File: src/rtl/bram_lut_loader_if.sv
// bram_lut_loader_if: groups the byte-stream handshake and the BRAM port A
// signals of the LUT loader.
// The master modport is the loader side and the slave modport is the
// source/BRAM side.
interface bram_lut_loader_if #(
  parameter int ADDR_W = 8,
  parameter int DATA_W = 8
);
  logic              s_valid;
  logic [DATA_W-1:0] s_data;
  logic              s_ready;
  logic              ena;
  logic              wea;
  logic [ADDR_W-1:0] addra;
  logic [DATA_W-1:0] dina;
  logic [DATA_W-1:0] douta;

  modport master (
    input  s_valid, s_data, douta,
    output s_ready, ena, wea, addra, dina
  );

  modport slave (
    output s_valid, s_data, douta,
    input  s_ready, ena, wea, addra, dina
  );
endinterface

File: src/rtl/bram_lut_loader.sv
// bram_lut_loader: takes a byte stream over valid/ready and writes it
// sequentially into a single-port BRAM, starting at base_addr with
// address wrap.
// A one-cycle done pulse marks completion.
//
// Optional build macro: LUT_LOADER_VERIFY_EN.
// When it is defined, the loader reads the loaded range back after the
// writes, compares modulo-2**DATA_W sums of the written and read bytes,
// and reports the result on err.
// Without it, err is tied low and douta is ignored.
module bram_lut_loader #(
  parameter int ADDR_W       = 8,
  parameter int DATA_W       = 8,
  parameter int READ_LATENCY = 1
) (
  input  logic              CLK100MHZ,
  input  logic              reset,
  input  logic              start,
  input  logic [ADDR_W-1:0] base_addr,
  input  logic [ADDR_W:0]   length,
  bram_lut_loader_if.master lut_bus,
  output logic              busy,
  output logic              done,
  output logic              err
);

  localparam logic [ADDR_W-1:0] C_ADDR_ONE = {{(ADDR_W-1){1'b0}}, 1'b1};
  localparam logic [ADDR_W:0]   C_LEN_ZERO = {(ADDR_W+1){1'b0}};
  localparam logic [ADDR_W:0]   C_LEN_ONE  = {{ADDR_W{1'b0}}, 1'b1};

`ifdef LUT_LOADER_VERIFY_EN
  typedef enum logic [1:0] {
    S_IDLE   = 2'd0,
    S_WRITE  = 2'd1,
    S_FINISH = 2'd2,
    S_VERIFY = 2'd3
  } state_t;
`else
  typedef enum logic [1:0] {
    S_IDLE   = 2'd0,
    S_WRITE  = 2'd1,
    S_FINISH = 2'd2
  } state_t;
`endif

  state_t            r_state, w_state_nxt;

  logic              r_s_ready, w_s_ready_nxt;
  logic              r_ena, w_ena_nxt;
  logic              r_wea, w_wea_nxt;
  logic [ADDR_W-1:0] r_addra, w_addra_nxt;
  logic [DATA_W-1:0] r_dina, w_dina_nxt;
  logic              r_busy, w_busy_nxt;
  logic              r_done, w_done_nxt;
  // Next BRAM address to use and beats still to accept.
  logic [ADDR_W-1:0] r_addr, w_addr_nxt;
  logic [ADDR_W:0]   r_left, w_left_nxt;
  logic              w_accept;

`ifdef LUT_LOADER_VERIFY_EN
  logic [ADDR_W-1:0]       r_base, w_base_nxt;
  logic [ADDR_W:0]         r_len, w_len_nxt;
  logic [DATA_W-1:0]       r_sum_w, w_sum_w_nxt;
  logic [DATA_W-1:0]       r_sum_r, w_sum_r_nxt;
  logic [ADDR_W:0]         r_rd_left, w_rd_left_nxt;
  logic [ADDR_W:0]         r_smp_left, w_smp_left_nxt;
  logic                    r_err, w_err_nxt;
  // Bit k is set when douta carries a requested read word k+1 cycles
  // after its strobe.
  logic [READ_LATENCY-1:0] r_rd_pipe;

  // The checksum is a plain modulo-2**DATA_W byte sum.
  function automatic logic [DATA_W-1:0] f_sum_add(
    input logic [DATA_W-1:0] acc,
    input logic [DATA_W-1:0] val
  );
    return acc + val;
  endfunction
`else
  wire w_unused_douta = (^lut_bus.douta) ^ READ_LATENCY[0];
`endif

  assign w_accept = r_s_ready & lut_bus.s_valid;

  // Next-state and next-output logic for the load sequencer.
  always_comb begin
    w_state_nxt   = r_state;
    w_s_ready_nxt = r_s_ready;
    w_ena_nxt     = 1'b0;
    w_wea_nxt     = 1'b0;
    w_addra_nxt   = r_addra;
    w_dina_nxt    = r_dina;
    w_busy_nxt    = r_busy;
    w_done_nxt    = 1'b0;
    w_addr_nxt    = r_addr;
    w_left_nxt    = r_left;
`ifdef LUT_LOADER_VERIFY_EN
    w_base_nxt     = r_base;
    w_len_nxt      = r_len;
    w_sum_w_nxt    = r_sum_w;
    w_sum_r_nxt    = r_sum_r;
    w_rd_left_nxt  = r_rd_left;
    w_smp_left_nxt = r_smp_left;
    w_err_nxt      = r_err;
`endif

    case (r_state)
      S_IDLE: begin
        if (start) begin
          w_addr_nxt = base_addr;
          w_left_nxt = length;
`ifdef LUT_LOADER_VERIFY_EN
          w_base_nxt  = base_addr;
          w_len_nxt   = length;
          w_sum_w_nxt = {DATA_W{1'b0}};
          w_sum_r_nxt = {DATA_W{1'b0}};
          w_err_nxt   = 1'b0;
`endif
          if (length == C_LEN_ZERO) begin
            // An empty load completes at once without touching the BRAM.
            w_state_nxt = S_FINISH;
            w_done_nxt  = 1'b1;
            w_busy_nxt  = 1'b0;
          end else begin
            w_state_nxt   = S_WRITE;
            w_busy_nxt    = 1'b1;
            w_s_ready_nxt = 1'b1;
          end
        end else begin
          w_state_nxt = S_IDLE;
        end
      end

      S_WRITE: begin
        if (w_accept) begin
          w_ena_nxt   = 1'b1;
          w_wea_nxt   = 1'b1;
          w_addra_nxt = r_addr;
          w_dina_nxt  = lut_bus.s_data;
          w_addr_nxt  = r_addr + C_ADDR_ONE;
          w_left_nxt  = r_left - C_LEN_ONE;
`ifdef LUT_LOADER_VERIFY_EN
          w_sum_w_nxt = f_sum_add(r_sum_w, lut_bus.s_data);
`endif
          // Drop ready together with the last accepted beat so no extra
          // byte can be taken.
          if (r_left == C_LEN_ONE) begin
            w_s_ready_nxt = 1'b0;
          end else begin
            w_s_ready_nxt = 1'b1;
          end
        end else if (r_left == C_LEN_ZERO) begin
          // The final write strobe is on the bus this cycle.
`ifdef LUT_LOADER_VERIFY_EN
          w_state_nxt    = S_VERIFY;
          w_ena_nxt      = 1'b1;
          w_wea_nxt      = 1'b0;
          w_addra_nxt    = r_base;
          w_addr_nxt     = r_base + C_ADDR_ONE;
          w_rd_left_nxt  = r_len - C_LEN_ONE;
          w_smp_left_nxt = r_len;
`else
          w_state_nxt = S_FINISH;
          w_done_nxt  = 1'b1;
          w_busy_nxt  = 1'b0;
`endif
        end else begin
          w_state_nxt = S_WRITE;
        end
      end

`ifdef LUT_LOADER_VERIFY_EN
      S_VERIFY: begin
        if (r_rd_left != C_LEN_ZERO) begin
          w_ena_nxt     = 1'b1;
          w_wea_nxt     = 1'b0;
          w_addra_nxt   = r_addr;
          w_addr_nxt    = r_addr + C_ADDR_ONE;
          w_rd_left_nxt = r_rd_left - C_LEN_ONE;
        end else begin
          w_ena_nxt = 1'b0;
        end
        if (r_rd_pipe[READ_LATENCY-1]) begin
          w_sum_r_nxt    = f_sum_add(r_sum_r, lut_bus.douta);
          w_smp_left_nxt = r_smp_left - C_LEN_ONE;
          if (r_smp_left == C_LEN_ONE) begin
            w_state_nxt = S_FINISH;
            w_done_nxt  = 1'b1;
            w_busy_nxt  = 1'b0;
            w_err_nxt   = (f_sum_add(r_sum_r, lut_bus.douta) != r_sum_w);
          end else begin
            w_state_nxt = S_VERIFY;
          end
        end else begin
          w_state_nxt = S_VERIFY;
        end
      end
`endif

      S_FINISH: begin
        w_state_nxt   = S_IDLE;
        w_busy_nxt    = 1'b0;
        w_s_ready_nxt = 1'b0;
      end

      default: begin
        w_state_nxt   = S_IDLE;
        w_busy_nxt    = 1'b0;
        w_s_ready_nxt = 1'b0;
      end
    endcase
  end

  // FSM state register.
  always_ff @(posedge CLK100MHZ or posedge reset) begin
    if (reset) begin
      r_state <= S_IDLE;
    end else begin
      r_state <= w_state_nxt;
    end
  end

  // Registered outputs and datapath counters.
  always_ff @(posedge CLK100MHZ or posedge reset) begin
    if (reset) begin
      r_s_ready <= 1'b0;
      r_ena     <= 1'b0;
      r_wea     <= 1'b0;
      r_addra   <= {ADDR_W{1'b0}};
      r_dina    <= {DATA_W{1'b0}};
      r_busy    <= 1'b0;
      r_done    <= 1'b0;
      r_addr    <= {ADDR_W{1'b0}};
      r_left    <= C_LEN_ZERO;
    end else begin
      r_s_ready <= w_s_ready_nxt;
      r_ena     <= w_ena_nxt;
      r_wea     <= w_wea_nxt;
      r_addra   <= w_addra_nxt;
      r_dina    <= w_dina_nxt;
      r_busy    <= w_busy_nxt;
      r_done    <= w_done_nxt;
      r_addr    <= w_addr_nxt;
      r_left    <= w_left_nxt;
    end
  end

`ifdef LUT_LOADER_VERIFY_EN
  // Verify bookkeeping: captured range, both checksums, and read counters.
  always_ff @(posedge CLK100MHZ or posedge reset) begin
    if (reset) begin
      r_base     <= {ADDR_W{1'b0}};
      r_len      <= C_LEN_ZERO;
      r_sum_w    <= {DATA_W{1'b0}};
      r_sum_r    <= {DATA_W{1'b0}};
      r_rd_left  <= C_LEN_ZERO;
      r_smp_left <= C_LEN_ZERO;
      r_err      <= 1'b0;
    end else begin
      r_base     <= w_base_nxt;
      r_len      <= w_len_nxt;
      r_sum_w    <= w_sum_w_nxt;
      r_sum_r    <= w_sum_r_nxt;
      r_rd_left  <= w_rd_left_nxt;
      r_smp_left <= w_smp_left_nxt;
      r_err      <= w_err_nxt;
    end
  end

  // Delay line that marks when each read strobe's data appears on douta.
  always_ff @(posedge CLK100MHZ or posedge reset) begin
    if (reset) begin
      r_rd_pipe <= {READ_LATENCY{1'b0}};
    end else begin
      r_rd_pipe[0] <= r_ena & ~r_wea;
      for (int i = 1; i < READ_LATENCY; i++) begin
        r_rd_pipe[i] <= r_rd_pipe[i-1];
      end
    end
  end

  assign err = r_err;
`else
  assign err = 1'b0;
`endif

  assign lut_bus.s_ready = r_s_ready;
  assign lut_bus.ena     = r_ena;
  assign lut_bus.wea     = r_wea;
  assign lut_bus.addra   = r_addra;
  assign lut_bus.dina    = r_dina;
  assign busy            = r_busy;
  assign done            = r_done;

endmodule

File: src/flat_wrapper.sv
// flat-port wrapper written by rule: the top's interface ports become plain ports
module bram_lut_loader_flat 
#(
  parameter int ADDR_W       = 8,
  parameter int DATA_W       = 8,
  parameter int READ_LATENCY = 1
)
  (CLK100MHZ, reset, start, base_addr, length, busy, done, err, lut_bus_s_valid, lut_bus_s_data, lut_bus_douta, lut_bus_s_ready, lut_bus_ena, lut_bus_wea, lut_bus_addra, lut_bus_dina);
  bram_lut_loader_if #(.ADDR_W(ADDR_W), .DATA_W(DATA_W)) lut_bus_i ();
  input  logic CLK100MHZ;
  input  logic reset;
  input  logic start;
  input  logic [ADDR_W-1:0] base_addr;
  input  logic [ADDR_W:0] length;
  output logic busy;
  output logic done;
  output logic err;
  input wire logic [$bits(lut_bus_i.s_valid)-1:0] lut_bus_s_valid;
  input wire logic [$bits(lut_bus_i.s_data)-1:0] lut_bus_s_data;
  input wire logic [$bits(lut_bus_i.douta)-1:0] lut_bus_douta;
  output wire logic [$bits(lut_bus_i.s_ready)-1:0] lut_bus_s_ready;
  output wire logic [$bits(lut_bus_i.ena)-1:0] lut_bus_ena;
  output wire logic [$bits(lut_bus_i.wea)-1:0] lut_bus_wea;
  output wire logic [$bits(lut_bus_i.addra)-1:0] lut_bus_addra;
  output wire logic [$bits(lut_bus_i.dina)-1:0] lut_bus_dina;
  assign lut_bus_i.s_valid = lut_bus_s_valid;
  assign lut_bus_i.s_data = lut_bus_s_data;
  assign lut_bus_i.douta = lut_bus_douta;
  assign lut_bus_s_ready = lut_bus_i.s_ready;
  assign lut_bus_ena = lut_bus_i.ena;
  assign lut_bus_wea = lut_bus_i.wea;
  assign lut_bus_addra = lut_bus_i.addra;
  assign lut_bus_dina = lut_bus_i.dina;
  bram_lut_loader #(.ADDR_W(ADDR_W), .DATA_W(DATA_W), .READ_LATENCY(READ_LATENCY)) u_core (.CLK100MHZ(CLK100MHZ), .reset(reset), .start(start), .base_addr(base_addr), .length(length), .lut_bus(lut_bus_i), .busy(busy), .done(done), .err(err));
endmodule
File: config.mk
export PLATFORM = sky130hd
export DESIGN_NAME = bram_lut_loader_flat
export DESIGN_NICKNAME = d
export VERILOG_FILES = /design/src/rtl/bram_lut_loader_if.sv /design/src/rtl/bram_lut_loader.sv /design/src/flat_wrapper.sv
export SDC_FILE = /design/constraint.sdc
export NUM_CORES = 1
export LEC_CHECK = 0
export CAP_MARGIN = 20
export CELL_PAD_IN_SITES_DETAIL_PLACEMENT = 1
export CELL_PAD_IN_SITES_GLOBAL_PLACEMENT = 2
export CORE_AREA = 2 2 89 91
export CTS_CLUSTER_SIZE = 25
export DETAILED_ROUTE_END_ITERATION = 7
export DIE_AREA = 0 0 91 93
export PLACE_DENSITY = 0.76
export SETUP_SLACK_MARGIN = 0.15
export SYNTH_ARGS = -nofsm -noshare
export SYNTH_HDL_FRONTEND = slang
export SYNTH_SLANG_ARGS = --single-unit
File: constraint.sdc
create_clock -name CLK100MHZ -period 2.4 [get_ports CLK100MHZ]
set_input_delay 0.24 -clock CLK100MHZ [delete_from_list [all_inputs] [get_ports CLK100MHZ]]
set_output_delay 0.24 -clock CLK100MHZ [all_outputs]
set_load 0.03 [all_outputs]
Yosys cells after proc, flatten, opt, wreduce, memory -nomap -nowiden
Cells that the tools add are included.

Bitwise logic cells: 1. Reductions and logical operators: 8. $add $sub $neg: 2. Equal/unequal tests: 7. Multiplexer cells: 28.

Operator list (count): 9-bit logical NOT (2); 9-bit 2-to-1 mux (2); 9-bit case mux with 2 select lines (1); 8-bit 2-to-1 mux (2); 8-bit case mux with 2 select lines (1); 1-bit 2-to-1 mux (14); 9-bit by 1-bit == test with 1-bit output, second input constant (1); 3-bit AND reduction (3); 9-bit by 1-bit subtractor with 9-bit output, second input constant (1); 8-bit by 1-bit adder with 8-bit output, second input constant (1); 2-bit 2-to-1 mux (4); 2-bit inequality test, second input constant (3); 1-bit case mux with 2 select lines (3); 2-bit by 1-bit inequality test with 1-bit output, second input constant (2); 2-bit case mux with 2 select lines (1); 2-bit by 1-bit == test with 1-bit output, second input constant (1); 2-bit logical NOT (1); 2-bit AND reduction (1); 2-bit nonzero test (1); 1-bit bitwise AND (1).

Logic and storage cells: 55. Register bits after elaboration: 39. Output and inout port bits: 22. Input bits: 37.

Longest topological paths before layout
Depth in word-level cells: 4. Gate-level depth with buffers: 6. Depth with buffers taken out: 6.

Least setup slack after synthesis
OpenSTA, ideal clock, no wires.

Path type: flip-flop to flip-flop. Start point: register u_core.r_left[0]. End point: register u_core.r_left[4]. Cell stages (with the launch flop): 7. Setup time: 123 ps. Required time: 2277 ps. Arrival: 1656 ps. Period minus slack after synthesis: 1779 ps. Buffers on the path: 0. Setup slack: 621 ps. Cell sequence: dfrtp_1 inv_1 ha_1 or3b_1 a2111oi_0 o21ai_0 o221a_2.

Cells in the longest elaborated chain, start to end: 3.

Ends and longest elaborated chain: from (decl) (RTL line bram_lut_loader.sv:57) `logic [ADDR_W:0] r_left, w_left_nxt;`; from (signal assigned) (RTL line bram_lut_loader.sv:244) `r_left <= w_left_nxt;`; 9-bit by 1-bit subtractor with 9-bit output (RTL line bram_lut_loader.sv:141) `w_left_nxt = r_left - C_LEN_ONE;`; 9-bit 2-to-1 mux (RTL line bram_lut_loader.sv:135) `if (w_accept) begin`; 9-bit case mux with 2 select lines (RTL line bram_lut_loader.sv:107) `case (r_state)`.

Every way passes these cells. The select of a mux whose other input is x is not followed. A chain may end at the register's enable or synchronous reset.

Worst setup path after layout
Ends and elaborated chain as after synthesis.

==> results.md <==
- After global routing the overflow that remains totals 0.
- The first global-routing pass estimated 9650 um of wire.
- The number of cell instances on the worst register-to-register path is 6.
- In this run the worst setup path terminates at u_core.r_left[4]$_DFFE_PP0P_.
- The worst setup path is launched from a flop.
- The cell sitting at the root of the clock tree is a clkbuf_8.
- The setup slack of the worst register-to-register path is 0.39 ns.
- The share of flip-flops with an asynchronous set or reset after synthesis is 1.00.
- The critical path is of the flop to flop type.
- The number of distinct library cells after synthesis is 47.
- In the routed design, unresolved DRC markers number 0.
- The detailed placement HPWL is 4060 um.
- In this run the tightest slew margin relative to its limit is 0.640.
- The layout overhead on the synthesized area is 34.1%.
- The number of antenna violations at the first check in global routing is 0.
- Summed over all nets, the switching power comes to 1.61 mW.
- The CTS tree is built.
- The share of total power dissipated in the clock network is 0.162.
- After synthesis the netlist holds a flip-flop and latch count of 39.
- The power density over cell area is 1310 nW/um^2.
- The final hold slack is 0.373 ns.
- The class of the worst hold path is primary input to asynchronous set/reset pin.
- The final design utilization is 0.368.
- The static leakage is 1.18 nW.
- Synthesis produced a netlist whose cell count is 231.
- The average cell area after synthesis is 8.95 um^2.
- After clock tree synthesis, the clock-pin slew on the worst setup and hold paths is 0.08 ns.
- Counting along the longest clock path gives a buffer depth of 2.
- At the worst endpoint, the required time is 2.59 ns.
- Setup violations remaining at the end of the flow were counted as 0.
- For this run, the total global-route usage over all layers was measured as 0.141.
- The final design area excluding fillers is 2770 um^2.
- For this run, the register share of the synthesized area comes to 0.472.
- The die covers 8460 um^2.
- Of the total power, combinational logic draws 0.508.
- The via count of the first global-routing pass is 1891.
- In this run the standard cell core region covers 7530 um^2.
- The number of sinks on the clock net is 39.
- In this run the cell area measured after placement is 2650 um^2.
- In the final layout, the share of cells above drive strength 1 is 0.0996.
- 59 I/O pins were placed.
- In this run the critical register-to-register path is captured at u_core.r_left[4]$_DFFE_PP0P_.
- The leading area contributor after synthesis is dfrtp_1.
- Max-cap violations in this run came to 0.
- Of the available clock period, the critical path in the final layout requires 0.837.
- The worst path in the final design needs a cycle of 2.01 ns, including I/O delays and setup.
- The count of nets left with antenna violations once routing finished came out at 0.
- Sorting the synthesized cells by how often they occur yields 55 x nand2_1, 39 x dfrtp_1, 18 x a21oi_1, 17 x o21ai_0, 14 x nor2_1.
- The number of warnings reported in the yosys synthesis log is 0.
- The switching share of total power is 0.442.
- The worst path meets setup with 0.392 ns of slack.
- Setup repair after global routing left no endpoint under its margin.
- The violation count after the first detailed-routing iteration is 89.
- The completed layout was analyzed and its total power is 3.64 mW.
- The TritonCTS buffer count is 5.
- The clock latency reported for the late side of the worst-skew pair is 0.29 ns.
- The mapped netlist covers 2070 um^2.
- Tracing the worst setup path back leads to its startpoint at u_core.r_left[0]$_DFFE_PP0P_.
- OpenSTA, run right after detailed placement, puts the worst setup slack at 0.364 ns.
- In this run the vertical extent of the chip is 93 um.
- The non-filler instance count after layout is 383.
- Entering global routing, the biggest net connects 40 pins.
- The number of hold violations in the final report is 0.
- The slew at the pin closest to its max-slew limit is 0.540 ns.
- The first detailed-routing pass took 4 iterations.
- The endpoint arrival time on the critical path is 2.20 ns.
- The number of max-slew violations in the final report is 0.
- The count of filler cells inserted in the layout is 920.
- The floorplan has 32 rows.
- The antenna diode count is 0.
- Counting flops with a built-in enable in the synthesized netlist gives 0.
- After routing, the total negative slack on setup checks comes to 0 ns.
- The fmax is 498 MHz.
- The largest driver fanout on the critical path is 5.
- Across the routed clock network, the largest skew measured is 0.00462 ns.
- The start of the worst register-to-register path is u_core.r_left[0]$_DFFE_PP0P_.
- The share of total power dissipated in sequential elements is 0.331.
- The number of H-tree levels is 2.
- Routability-driven placement finished with a final weighted congestion of 0.765.
- The internal power is 2.03 mW.
- Dividing the detail-routed wire length by the instance count gives 15.0 um.
- The fraction of synthesized cell area taken by the top area cell type is 0.472.
- The peak ir drop on the vdd network is 0.311 mV.
- The post-detailed-routing wire length is 5740 um.
- The final layout contains 321 nets.
- The synthesized netlist net count is 272.
- Detailed routing inserted a total of 1843 vias.
- The number of cells after detailed placement is 375.
- The flow ran to the end, and the final reports show no timing, DRC or antenna violations.
- Using the TritonRoute via totals, the vias-per-cell ratio works out to 4.81.
- The number of input and output port buffers inserted is 49.
- In this run the horizontal extent of the chip is 91 um.
- The most common cell in the synthesized netlist is nand2_1.
- The most instantiated flip-flop cell in the synthesis netlist is dfrtp_1.
- After synthesis, the cell types taking the most area are dfrtp_1 47%, nand2_1 10%, a21oi_1 4.4%, o21ai_0 4.1%, nor2_1 2.5%.
- The starting utilization of the core area is 0.275.
- STA classifies the critical path endpoint as a flop.
per-layer routing:
| metal | global-route usage | vias up | wire length (um) |
|---|---|---|---|
| li1 | - | 908 | - |
| met1 | 0.194 | 894 | 2860 |
| met2 | 0.228 | 36 | 2610 |
| met3 | 0.0266 | 5 | 204 |
| met4 | 0.0417 | 0 | 61 |
| met5 | 0 | - | 0 |
how the worst min path moves through the flow:
stage	start	to	slack [ns]	cells after the start
floorplan	lut_bus_s_data[0]	u_core.lut_bus.dina[0]$_DFFE_PP0P_	0.35	2
global placement	u_core.lut_bus.addra[0]$_DFFE_PP0P_	u_core.lut_bus.addra[0]$_DFFE_PP0P_	0.46	2
detailed placement	u_core.lut_bus.dina[3]$_DFFE_PP0P_	u_core.lut_bus.dina[3]$_DFFE_PP0P_	0.46	2
CTS	reset	u_core.r_left[5]$_DFFE_PP0P_	0.40	3
global route	reset	u_core.r_state[0]$_DFFE_PP0N_	0.46	3
finish	reset	u_core.done$_DFF_PP0_	0.37	3
logic make-up (layout without fill, tap and decap cells):
kind of cell | count (synthesis) | in the layout | synth area share
flops | 39 | 39 | 0.472
compound gates | 61 | 61 | 0.192
simple gates | 104 | 104 | 0.255
fa+ha+maj | 4 | 4 | 0.0242
buf+inv | 21 | 71 | 0.0502
other cells | 1 | 1 | 0.00181
mux | 1 | 1 | 0.00484
sequential cells by signal, summed over array words and instances, names as in the netlist:
name,cells
u_core.r_addr,8
u_core.lut_bus.dina,8
u_core.lut_bus.addra,8
u_core.done,1
u_core.lut_bus.s_ready,1
u_core.busy,1
u_core.r_left,9
u_core.r_state,2
u_core.lut_bus.ena,1
cells in the final DEF (no fill, tap or decap), types with 2 or more instances in the layout:
| cell type | instances |
|---|---|
| ha_1 | 4 |
| or2_1 | 2 |
| o21ai_0 | 17 |
| nor2_1 | 14 |
| a21oi_1 | 18 |
| nand2_1 | 55 |
| clkdlybuf4s50_1 | 49 |
| nor3_1 | 4 |
| o221a_2 | 3 |
| nand4b_1 | 2 |
| nand3_1 | 5 |
| or4_4 | 2 |
| buf_4 | 5 |
| a211oi_2 | 3 |
| o22ai_1 | 2 |
| o32ai_1 | 3 |
| o21ai_1 | 2 |
| o211ai_1 | 2 |
| or3b_1 | 2 |
| clkbuf_8 | 6 |
| nand2b_1 | 5 |
| dfrtp_1 | 39 |
| inv_1 | 8 |
| a211oi_1 | 4 |
| nor3b_1 | 2 |
power by group through the flow:
stage          logic (mW)  clock network (mW)  registers [mW]
2_1_floorplan       0.965                   0            1.47
3_5_place_dp         1.87                   0            1.22
3_3_place_gp         1.84                   0            1.21
5_1_grt              2.06               0.628            1.26
4_1_cts              1.87               0.608            1.21
6_report             1.85               0.589            1.20
what timing repair did:
item,CTS,global route
resized for setup,0,1
hold buffers,0,0
buffers inserted,0,0
endpoints found under the setup margin,0,1
layout make-up:
class / instances / area [um^2] / area share
multi-input cells: 171 / 990 / 0.357
flip-flops and latches: 39 / 976 / 0.352
repair buffers: 54 / 528 / 0.190
well taps: 102 / 128 / 0.0460
clock buffers: 6 / 82.6 / 0.0298
clock inverters: 2 / 35.0 / 0.0126
inverters: 9 / 33.8 / 0.0122
worst max-delay path, stage by stage (launching register included):
cell	delay (ns)
dfrtp_1	0.44
inv_1	0.16
ha_1	0.27
or3b_1	0.40
a2111oi_1	0.36
o21ai_0	0.14
o221a_2	0.14
No activity file was read; power rests on OpenSTA's default activity.
